File: config.mk
export PLATFORM = sky130hd
export DESIGN_NAME = mem_arb_ctrl_flat
export DESIGN_NICKNAME = d
export VERILOG_FILES = /design/src/rtl/mem_arb_ctrl_if.sv /design/src/rtl/mem_arb_ctrl.sv /design/src/flat_wrapper.sv
export SDC_FILE = /design/constraint.sdc
export NUM_CORES = 1
export LEC_CHECK = 0
export ABC_AREA = 1
export ABC_CLOCK_PERIOD_IN_PS = 2000
export CORE_UTILIZATION = 34
export DETAILED_ROUTE_END_ITERATION = 10
export GPL_ROUTABILITY_DRIVEN = 0
export GPL_TIMING_DRIVEN = 1
export HOLD_SLACK_MARGIN = 0.03
export PLACE_DENSITY = 0.8
export SYNTH_ARGS = -nofsm -noshare
export SYNTH_HDL_FRONTEND = slang
export SYNTH_SLANG_ARGS = --single-unit
File: constraint.sdc
create_clock -name clk -period 2 [get_ports clk]
set_clock_uncertainty 0.05 [all_clocks]
set_input_delay 0.6 -clock clk [delete_from_list [all_inputs] [get_ports clk]]
set_output_delay 0.6 -clock clk [all_outputs]
set_load 0.1 [all_outputs]
File: src/rtl/mem_arb_ctrl_if.sv
// Client and memory-side signal bundle for mem_arb_ctrl.
// slave = controller view, master = client view, mem = memory macro view.
interface mem_arb_ctrl_if #(
  parameter int AW = 10,
  parameter int DW = 8
);
  logic          clr;
  logic          init_done;

  logic          req0;
  logic          we0;
  logic [AW-1:0] addr0;
  logic [DW-1:0] wd0;
  logic          gnt0;
  logic          rvalid0;
  logic [DW-1:0] rd0;

  logic          req1;
  logic          we1;
  logic [AW-1:0] addr1;
  logic [DW-1:0] wd1;
  logic          gnt1;
  logic          rvalid1;
  logic [DW-1:0] rd1;

  logic          mem_wr;
  logic [AW-1:0] mem_addr;
  logic [DW-1:0] mem_d_i;
  logic [DW-1:0] mem_d_o;

  modport slave (
    input  clr, req0, we0, addr0, wd0, req1, we1, addr1, wd1, mem_d_o,
    output init_done, gnt0, rvalid0, rd0, gnt1, rvalid1, rd1,
    output mem_wr, mem_addr, mem_d_i
  );

  modport master (
    output clr, req0, we0, addr0, wd0, req1, we1, addr1, wd1,
    input  init_done, gnt0, rvalid0, rd0, gnt1, rvalid1, rd1
  );

  modport mem (
    input  mem_wr, mem_addr, mem_d_i,
    output mem_d_o
  );
endinterface

File: src/rtl/mem_arb_ctrl.sv
// Two-port round-robin controller for a single-port synchronous memory.
// Sweeps every location to INIT_VAL after reset/clr; read data returns 1 cycle after grant.
module mem_arb_ctrl #(
  parameter int            AW       = 10,
  parameter int            DW       = 8,
  parameter logic [DW-1:0] INIT_VAL = '0
) (
  input  logic          clk,
  input  logic          rst_n,
  mem_arb_ctrl_if.slave bus
);

  typedef enum logic {ST_INIT, ST_RUN} state_t;

  localparam logic [AW-1:0] CNT_MAX = '1;

  state_t        state_q, state_d;
  logic [AW-1:0] init_cnt_q, init_cnt_d;
  logic          last_q, last_d;
  logic          rvalid0_q, rvalid0_d;
  logic          rvalid1_q, rvalid1_d;

  logic          gnt0, gnt1;
  logic          mem_wr;
  logic [AW-1:0] mem_addr;
  logic [DW-1:0] mem_d_i;
  logic          init_done;

  always_ff @(posedge clk or negedge rst_n) begin
    if (!rst_n) begin
      state_q    <= ST_INIT;
      init_cnt_q <= '0;
      last_q     <= 1'b1;
      rvalid0_q  <= 1'b0;
      rvalid1_q  <= 1'b0;
    end else begin
      state_q    <= state_d;
      init_cnt_q <= init_cnt_d;
      last_q     <= last_d;
      rvalid0_q  <= rvalid0_d;
      rvalid1_q  <= rvalid1_d;
    end
  end

  always_comb begin
    state_d    = state_q;
    init_cnt_d = init_cnt_q;
    last_d     = last_q;
    gnt0       = 1'b0;
    gnt1       = 1'b0;
    mem_wr     = 1'b0;
    mem_addr   = '0;
    mem_d_i    = '0;
    init_done  = 1'b0;

    case (state_q)
      ST_INIT: begin
        // Reset leaves the state at INIT, so the write strobe must be held off while rst_n is low.
        mem_wr     = rst_n;
        mem_addr   = init_cnt_q;
        mem_d_i    = INIT_VAL;
        init_cnt_d = init_cnt_q + AW'(1);
        if (init_cnt_q == CNT_MAX) begin
          state_d = ST_RUN;
        end
      end
      ST_RUN: begin
        init_done = 1'b1;
        if (bus.clr) begin
          state_d    = ST_INIT;
          init_cnt_d = '0;
        end else begin
          gnt0 = bus.req0 & (~bus.req1 | last_q);
          gnt1 = bus.req1 & (~bus.req0 | ~last_q);
          if (gnt0) begin
            mem_wr   = bus.we0;
            mem_addr = bus.addr0;
            mem_d_i  = bus.wd0;
            last_d   = 1'b0;
          end else if (gnt1) begin
            mem_wr   = bus.we1;
            mem_addr = bus.addr1;
            mem_d_i  = bus.wd1;
            last_d   = 1'b1;
          end
        end
      end
    endcase

    rvalid0_d = gnt0 & ~bus.we0;
    rvalid1_d = gnt1 & ~bus.we1;
  end

  assign bus.init_done = init_done;
  assign bus.gnt0      = gnt0;
  assign bus.gnt1      = gnt1;
  assign bus.mem_wr    = mem_wr;
  assign bus.mem_addr  = mem_addr;
  assign bus.mem_d_i   = mem_d_i;
  assign bus.rvalid0   = rvalid0_q;
  assign bus.rvalid1   = rvalid1_q;
  assign bus.rd0       = rvalid0_q ? bus.mem_d_o : '0;
  assign bus.rd1       = rvalid1_q ? bus.mem_d_o : '0;

endmodule
File: src/flat_wrapper.sv
// flat-port wrapper written by rule: the top's interface ports become plain ports
module mem_arb_ctrl_flat 
#(
  parameter int            AW       = 10,
  parameter int            DW       = 8,
  parameter logic [DW-1:0] INIT_VAL = '0
)
  (clk, rst_n, bus_clr, bus_req0, bus_we0, bus_addr0, bus_wd0, bus_req1, bus_we1, bus_addr1, bus_wd1, bus_mem_d_o, bus_init_done, bus_gnt0, bus_rvalid0, bus_rd0, bus_gnt1, bus_rvalid1, bus_rd1, bus_mem_wr, bus_mem_addr, bus_mem_d_i);
  mem_arb_ctrl_if #(.AW(AW), .DW(DW)) bus_i ();
  input  logic clk;
  input  logic rst_n;
  input wire logic [$bits(bus_i.clr)-1:0] bus_clr;
  input wire logic [$bits(bus_i.req0)-1:0] bus_req0;
  input wire logic [$bits(bus_i.we0)-1:0] bus_we0;
  input wire logic [$bits(bus_i.addr0)-1:0] bus_addr0;
  input wire logic [$bits(bus_i.wd0)-1:0] bus_wd0;
  input wire logic [$bits(bus_i.req1)-1:0] bus_req1;
  input wire logic [$bits(bus_i.we1)-1:0] bus_we1;
  input wire logic [$bits(bus_i.addr1)-1:0] bus_addr1;
  input wire logic [$bits(bus_i.wd1)-1:0] bus_wd1;
  input wire logic [$bits(bus_i.mem_d_o)-1:0] bus_mem_d_o;
  output wire logic [$bits(bus_i.init_done)-1:0] bus_init_done;
  output wire logic [$bits(bus_i.gnt0)-1:0] bus_gnt0;
  output wire logic [$bits(bus_i.rvalid0)-1:0] bus_rvalid0;
  output wire logic [$bits(bus_i.rd0)-1:0] bus_rd0;
  output wire logic [$bits(bus_i.gnt1)-1:0] bus_gnt1;
  output wire logic [$bits(bus_i.rvalid1)-1:0] bus_rvalid1;
  output wire logic [$bits(bus_i.rd1)-1:0] bus_rd1;
  output wire logic [$bits(bus_i.mem_wr)-1:0] bus_mem_wr;
  output wire logic [$bits(bus_i.mem_addr)-1:0] bus_mem_addr;
  output wire logic [$bits(bus_i.mem_d_i)-1:0] bus_mem_d_i;
  assign bus_i.clr = bus_clr;
  assign bus_i.req0 = bus_req0;
  assign bus_i.we0 = bus_we0;
  assign bus_i.addr0 = bus_addr0;
  assign bus_i.wd0 = bus_wd0;
  assign bus_i.req1 = bus_req1;
  assign bus_i.we1 = bus_we1;
  assign bus_i.addr1 = bus_addr1;
  assign bus_i.wd1 = bus_wd1;
  assign bus_i.mem_d_o = bus_mem_d_o;
  assign bus_init_done = bus_i.init_done;
  assign bus_gnt0 = bus_i.gnt0;
  assign bus_rvalid0 = bus_i.rvalid0;
  assign bus_rd0 = bus_i.rd0;
  assign bus_gnt1 = bus_i.gnt1;
  assign bus_rvalid1 = bus_i.rvalid1;
  assign bus_rd1 = bus_i.rd1;
  assign bus_mem_wr = bus_i.mem_wr;
  assign bus_mem_addr = bus_i.mem_addr;
  assign bus_mem_d_i = bus_i.mem_d_i;
  mem_arb_ctrl #(.AW(AW), .DW(DW), .INIT_VAL(INIT_VAL)) u_core (.clk(clk), .rst_n(rst_n), .bus(bus_i));
endmodule
==> impl_metrics.py, run 1 <==
metrics = {
    "logic_synthesis": {
        "post_synth_main_area_contributors": "sky130_fd_sc_hd__nand2_1, sky130_fd_sc_hd__dfrtp_1, sky130_fd_sc_hd__inv_1",
        "share_of_yosys_cell_area_claimed_by_the_top_area_cell_type_pct": 32.5,
        "async_flop_share_pct": 100,
        "syn_avg_cell_area_um2": 5.89,
        "synthesis.instances": 200,
        "yosysSeqAreaShare_pct": 29.9,
        "dominantRegCellSynth": "sky130_fd_sc_hd__dfrtp_1",
        "yosys.area.top_type": "sky130_fd_sc_hd__nand2_1",
        "yosysUniqueCellTypes": 22,
        "synth.top_cells.by_count": "sky130_fd_sc_hd__nand2_1, sky130_fd_sc_hd__inv_1, sky130_fd_sc_hd__nand3_1, sky130_fd_sc_hd__dfrtp_1, sky130_fd_sc_hd__nor2_1",
        "syn_nets": 252,
        "synth_edf_count": 0,
        "ys_seq_elements": 14,
        "post_synth_instance_area_mm2": 0.00118,
        "most_repeated_cell_in_the_gate_level_netlist_after_synthesis": "sky130_fd_sc_hd__nand2_1",
        "yosys_warnings": 0,
    },
    "global_route": {
        "grt_max_degree": 18,
    },
    "floorplan": {
        "floorplan_die_width_um": 60.8,
        "rows": 21,
        "design.portCount": 91,
        "die_y_um": 60.8,
        "floorplan.initialDensity_pct": 35.3,
    },
    "clock_tree": {
        "clock_sinks": 14,
        "ctsLongestPathBuffers": 2,
        "cts.root.buffer_cell": "sky130_fd_sc_hd__clkbuf_4",
        "numCtsBuffers": 3,
        "htreeDepth": 1,
        "post_cts_hold_buffer_count": 0,
    },
    "sta": {
        "worstEpCategory": "output port",
        "grt-worst-endpoint": "bus_mem_d_i[7]",
    },
    "run_status": {
        "run_status": "did not finish",
        "firstError": "[ERROR DPL-0038] Utilization greater than 100%, impossible to legalize",
        "last-stage-reached": "5_1_grt",
    },
    "placement": {
        "post-dp-hpwl_um": 4210,
        "io_buffer_count": 90,
        "dpl.cell_count": 347,
    },
}
[kinds of logic after synthesis]
group | synth area share (%)
compound gates | 6.27
xor+xnor | 0.744
fa+ha+maj | 1.06
buf+inv | 14.9
flops | 29.9
simple gates | 47.2
[metrics by stage]
| step | utilization (%) | hold WS (ps) | worst slack (ps) | setup TNS, ps | instance area [µm²] |
|---|---|---|---|---|---|
| floorplan | - | 254 | -234 | -4050 | 1610 |
| global placement | 91.2 | 440 | -652 | -14310 | 3040 |
| detailed placement | 91.2 | 458 | -714 | -15610 | 3040 |
| CTS | 95.8 | 463 | -366 | -7020 | 3200 |
[timing repair]
action,in CTS
pin swaps,4
buffers inserted,5
endpoints found under the hold margin,0
resized for setup,47
setup endpoints to repair,37
==> inputs of run 2 (changes only) <==
--- a/config.mk
+++ b/config.mk
@@ -7,12 +7,11 @@
 export LEC_CHECK = 0
 export ABC_AREA = 1
 export ABC_CLOCK_PERIOD_IN_PS = 2000
-export CORE_UTILIZATION = 34
+export CORE_UTILIZATION = 25
 export DETAILED_ROUTE_END_ITERATION = 10
 export GPL_ROUTABILITY_DRIVEN = 0
 export GPL_TIMING_DRIVEN = 1
-export HOLD_SLACK_MARGIN = 0.03
-export PLACE_DENSITY = 0.8
+export PLACE_DENSITY_LB_ADDON = 0.15
 export SYNTH_ARGS = -nofsm -noshare
 export SYNTH_HDL_FRONTEND = slang
 export SYNTH_SLANG_ARGS = --single-unit
==> run 2 against run 1 <==
Effect of this change: the flow now finishes, with violations (DRC, setup timing); synthesized cell count stayed put; synthesized area stayed put.
==> impl_metrics.py, run 2 <==
metrics = {
    "logic_synthesis": {
        "most_repeated_cell_in_the_gate_level_netlist_after_synthesis": "sky130_fd_sc_hd__nand2_1",
        "yosysSeqAreaShare_pct": 29.9,
        "yosys_warnings": 0,
        "yosys.area.top_type": "sky130_fd_sc_hd__nand2_1",
        "synth.top_cells.by_count": "sky130_fd_sc_hd__nand2_1, sky130_fd_sc_hd__inv_1, sky130_fd_sc_hd__nand3_1, sky130_fd_sc_hd__dfrtp_1, sky130_fd_sc_hd__nor2_1",
        "dominantRegCellSynth": "sky130_fd_sc_hd__dfrtp_1",
        "async_flop_share_pct": 100,
        "post_synth_main_area_contributors": "sky130_fd_sc_hd__nand2_1, sky130_fd_sc_hd__dfrtp_1, sky130_fd_sc_hd__inv_1",
        "synth_edf_count": 0,
        "synthesis.instances": 200,
        "share_of_yosys_cell_area_claimed_by_the_top_area_cell_type_pct": 32.5,
        "syn_nets": 252,
        "ys_seq_elements": 14,
        "post_synth_instance_area_mm2": 0.00118,
        "syn_avg_cell_area_um2": 5.89,
        "yosysUniqueCellTypes": 22,
    },
    "worst_setup_path": {
        "slowest_delay_ps": 240,
        "crit_path_cell_trace": "clkdlybuf4s15_2 -> nand2_2 -> nor2_4 -> buf_6 -> nand2_2 -> nand3_4 -> buf_12",
        "worstPathMaxFanout": 6,
        "crit_arrival_ps": 1630,
        "r2r_slack_ps": 610,
        "worst_path_buf_inv": 3,
        "timing_worst_setup_path_type": "input port to output pin",
        "cp_data_required_time_ps": 1350,
        "path_delay_family": "buffers and inverters",
        "critical_path.endpoint_type": "output pin",
        "critical-path-top-cell-by-count": "sky130_fd_sc_hd__nand2_2",
        "logic_depth_of_the_worst_setup_path_including_buffers": 7,
        "crit_slowest_cell": "sky130_fd_sc_hd__nor2_4",
        "worst_r2r_path_depth": 8,
        "start_kind": "input port",
        "r2r_start": "u_core.state_q$_DFF_PN0_",
        "crit-reg2reg-capture": "u_core.last_q$_DFFE_PN1P_",
    },
    "global_route": {
        "grt_pass1_vias": 1641,
        "grtUsageTotal_pct": 19.2,
        "globalRouteOverflowTotal": 0,
        "grt_max_degree": 18,
        "grt_antenna_before_repair": 0,
        "grt_pass1_wl_um": 7780,
    },
    "sta": {
        "final-setup-viol-count": 21,
        "rsz0062_at_grt": "true",
        "hold_slack_ps": 495,
        "achievable-frequency_mhz": 439,
        "share_of_the_clock_period_used_by_the_worst_path_pct": 114,
        "maxSlewHeadroom_pct": 83.7,
        "timing.final.hold_violations": 0,
        "finalWorstPathRequiredPeriod_ps": 2280,
        "timing_max_transition_violations_final": 0,
        "tightestPinTransition_ps": 244,
        "fin_ws_ps": -280,
    },
    "min_path": {
        "hold_path_startpoint": "u_core.init_cnt_q[0]$_DFFE_PN0P_",
        "hold_depth": 1,
        "hold_class": "flop to flop",
        "min_to": "u_core.init_cnt_q[0]$_DFFE_PN0P_",
    },
    "final_layout": {
        "largest_register_ffs": 10,
        "final_nets": 357,
        "flow.area_growth_from_synthesis_pct": 173,
        "layout.cells.most_common": "sky130_fd_sc_hd__nand2_1",
        "finish.cell_count_without_fillers": 356,
        "design_area_final_mm2": 0.00322,
        "layout.cells.most_common_list": "sky130_fd_sc_hd__nand2_1, sky130_fd_sc_hd__buf_12, sky130_fd_sc_hd__clkdlybuf4s50_1",
        "n_antenna_cell": 0,
        "layout-drive-gt1-share_pct": 51.0,
        "top_register": "u_core.init_cnt_q",
    },
    "power": {
        "power_switching_share_pct": 50.4,
        "vdd.ir_drop.worst_v": 0.000677,
        "power.share.sequential_pct": 19.7,
        "power_leakage_uw": 0.00142,
        "power.share.combinational_pct": 68.7,
        "net-switching-power_uw": 1210,
        "power.total_uw": 2400,
        "p_per_area_mw_per_mm2": 746,
        "p_clk_share_pct": 11.6,
        "internal_power_uw": 1190,
    },
    "clock_tree": {
        "clk_transition_reported_paths_ps": 50,
        "cts.root.buffer_cell": "sky130_fd_sc_hd__clkbuf_8",
        "clock_sinks": 14,
        "numCtsBuffers": 3,
        "post_cts_hold_buffer_count": 0,
        "htreeDepth": 1,
        "ctsLongestPathBuffers": 2,
        "cts_tree": "built",
        "clk-insertion-delay-late_ps": 250,
    },
    "floorplan": {
        "design.portCount": 91,
        "floorplan.core_area_mm2": 0.00444,
        "floorplan_die_width_um": 70.6,
        "die_y_um": 70.6,
        "floorplan.die_area_mm2": 0.00499,
        "floorplan.initialDensity_pct": 26.5,
        "rows": 24,
    },
    "run_status": {
        "run_status": "finished with violations",
        "failed_checks": "DRC, setup timing",
    },
    "detailed_routing": {
        "postRouteAntennaNets": 0,
        "drt-wirelength-per-cell_um": 12.6,
        "drc": 20,
        "initialDrtViolationCount": 70,
        "wl_um": 4480,
        "drt-vias-per-instance": 4.45,
        "vias": 1584,
        "first_pass_iters": 7,
    },
    "job": {
        "max_cap_violations": 0,
    },
    "placement": {
        "io_buffer_count": 90,
        "dpl.cell_count": 350,
        "post-dp-hpwl_um": 3660,
        "detailed_place.area_mm2": 0.00303,
    },
}
[run 2: cell counts after synthesis]
Identical to the previous run, type by type.
[run 2: stage by stage]
step	setup TNS, ps	setup WS [ps]	util (%)
after global routing	-6540	-350	72.4
after floorplan	-4050	-234	-
final	-5210	-280	72.4
after global placement	-14230	-661	68.1
after detailed placement	-15000	-693	68.1
after CTS	-5700	-312	71.2
[run 2: cell type report]
cell class | instances | area (µm²)
Clock buffer | 4 | 55.1
Fill cell | 324 | 1230
Inverter | 31 | 184
Multi-Input combinational cell | 148 | 1100
Sequential cell | 14 | 363
Tap cell | 52 | 65.1
Timing Repair Buffer | 107 | 1450
[run 2: logic make-up after synthesis]
| logic type | Yosys count | share of synthesized area, % |
|---|---|---|
| XOR/XNOR | 1 | 0.744 |
| buffers and inverters | 38 | 14.9 |
| adder cells (fa/ha/maj) | 1 | 1.06 |
| AO/OA/AOI/OAI | 13 | 6.27 |
| AND/OR/NAND/NOR | 133 | 47.2 |
| flip-flops | 14 | 29.9 |
[run 2: timing repair]
| action | 4_1_cts | 5_1_grt |
|---|---|---|
| setup endpoints to repair | 37 | 21 |
| buffers inserted | 1 | 1 |
| pin swaps | 4 | 1 |
| resized for setup | 49 | 12 |
[run 2: power by group through the flow]
stage | logic [µW] | clock network [µW] | registers (µW)
floorplan | 1060 | 0 | 450
detailed placement | 1660 | 0 | 472
global route | 1740 | 289 | 489
global placement | 1630 | 0 | 471
finish | 1650 | 278 | 474
CTS | 1660 | 282 | 470
[run 2: worst reg2reg max path, cell delays in order, from the launching register on]
cell and delay [ps]:
sky130_fd_sc_hd__dfrtp_4 440, sky130_fd_sc_hd__inv_6 50, sky130_fd_sc_hd__nor2_8 110, sky130_fd_sc_hd__inv_4 60
sky130_fd_sc_hd__nor2_4 210, sky130_fd_sc_hd__buf_6 190, sky130_fd_sc_hd__buf_4 120, sky130_fd_sc_hd__inv_2 30
sky130_fd_sc_hd__o21ai_0 60
[run 2: layer usage]
metal  vias up  track usage (%)  part of all wire, %
met5         -                0                    0
met4         0             5.11                  1.6
met3         7             1.28                  5.1
met2        48             35.0                   52
met1       721             24.7                   41
li1        808                -                    -
[run 2: how the worst max path moves through the flow]
stage	from	endpoint	slack [ps]
6_report	bus_req1	bus_mem_addr[0]	-280
4_1_cts	u_core.state_q$_DFF_PN0_	bus_mem_d_i[5]	-310
5_1_grt	u_core.state_q$_DFF_PN0_	bus_mem_addr[0]	-350
2_1_floorplan	u_core.state_q$_DFF_PN0_	bus_mem_addr[8]	-230
3_3_place_gp	bus_clr	bus_mem_wr	-660
3_5_place_dp	bus_clr	bus_mem_addr[2]	-690
Power figures use the tool's default switching activity.
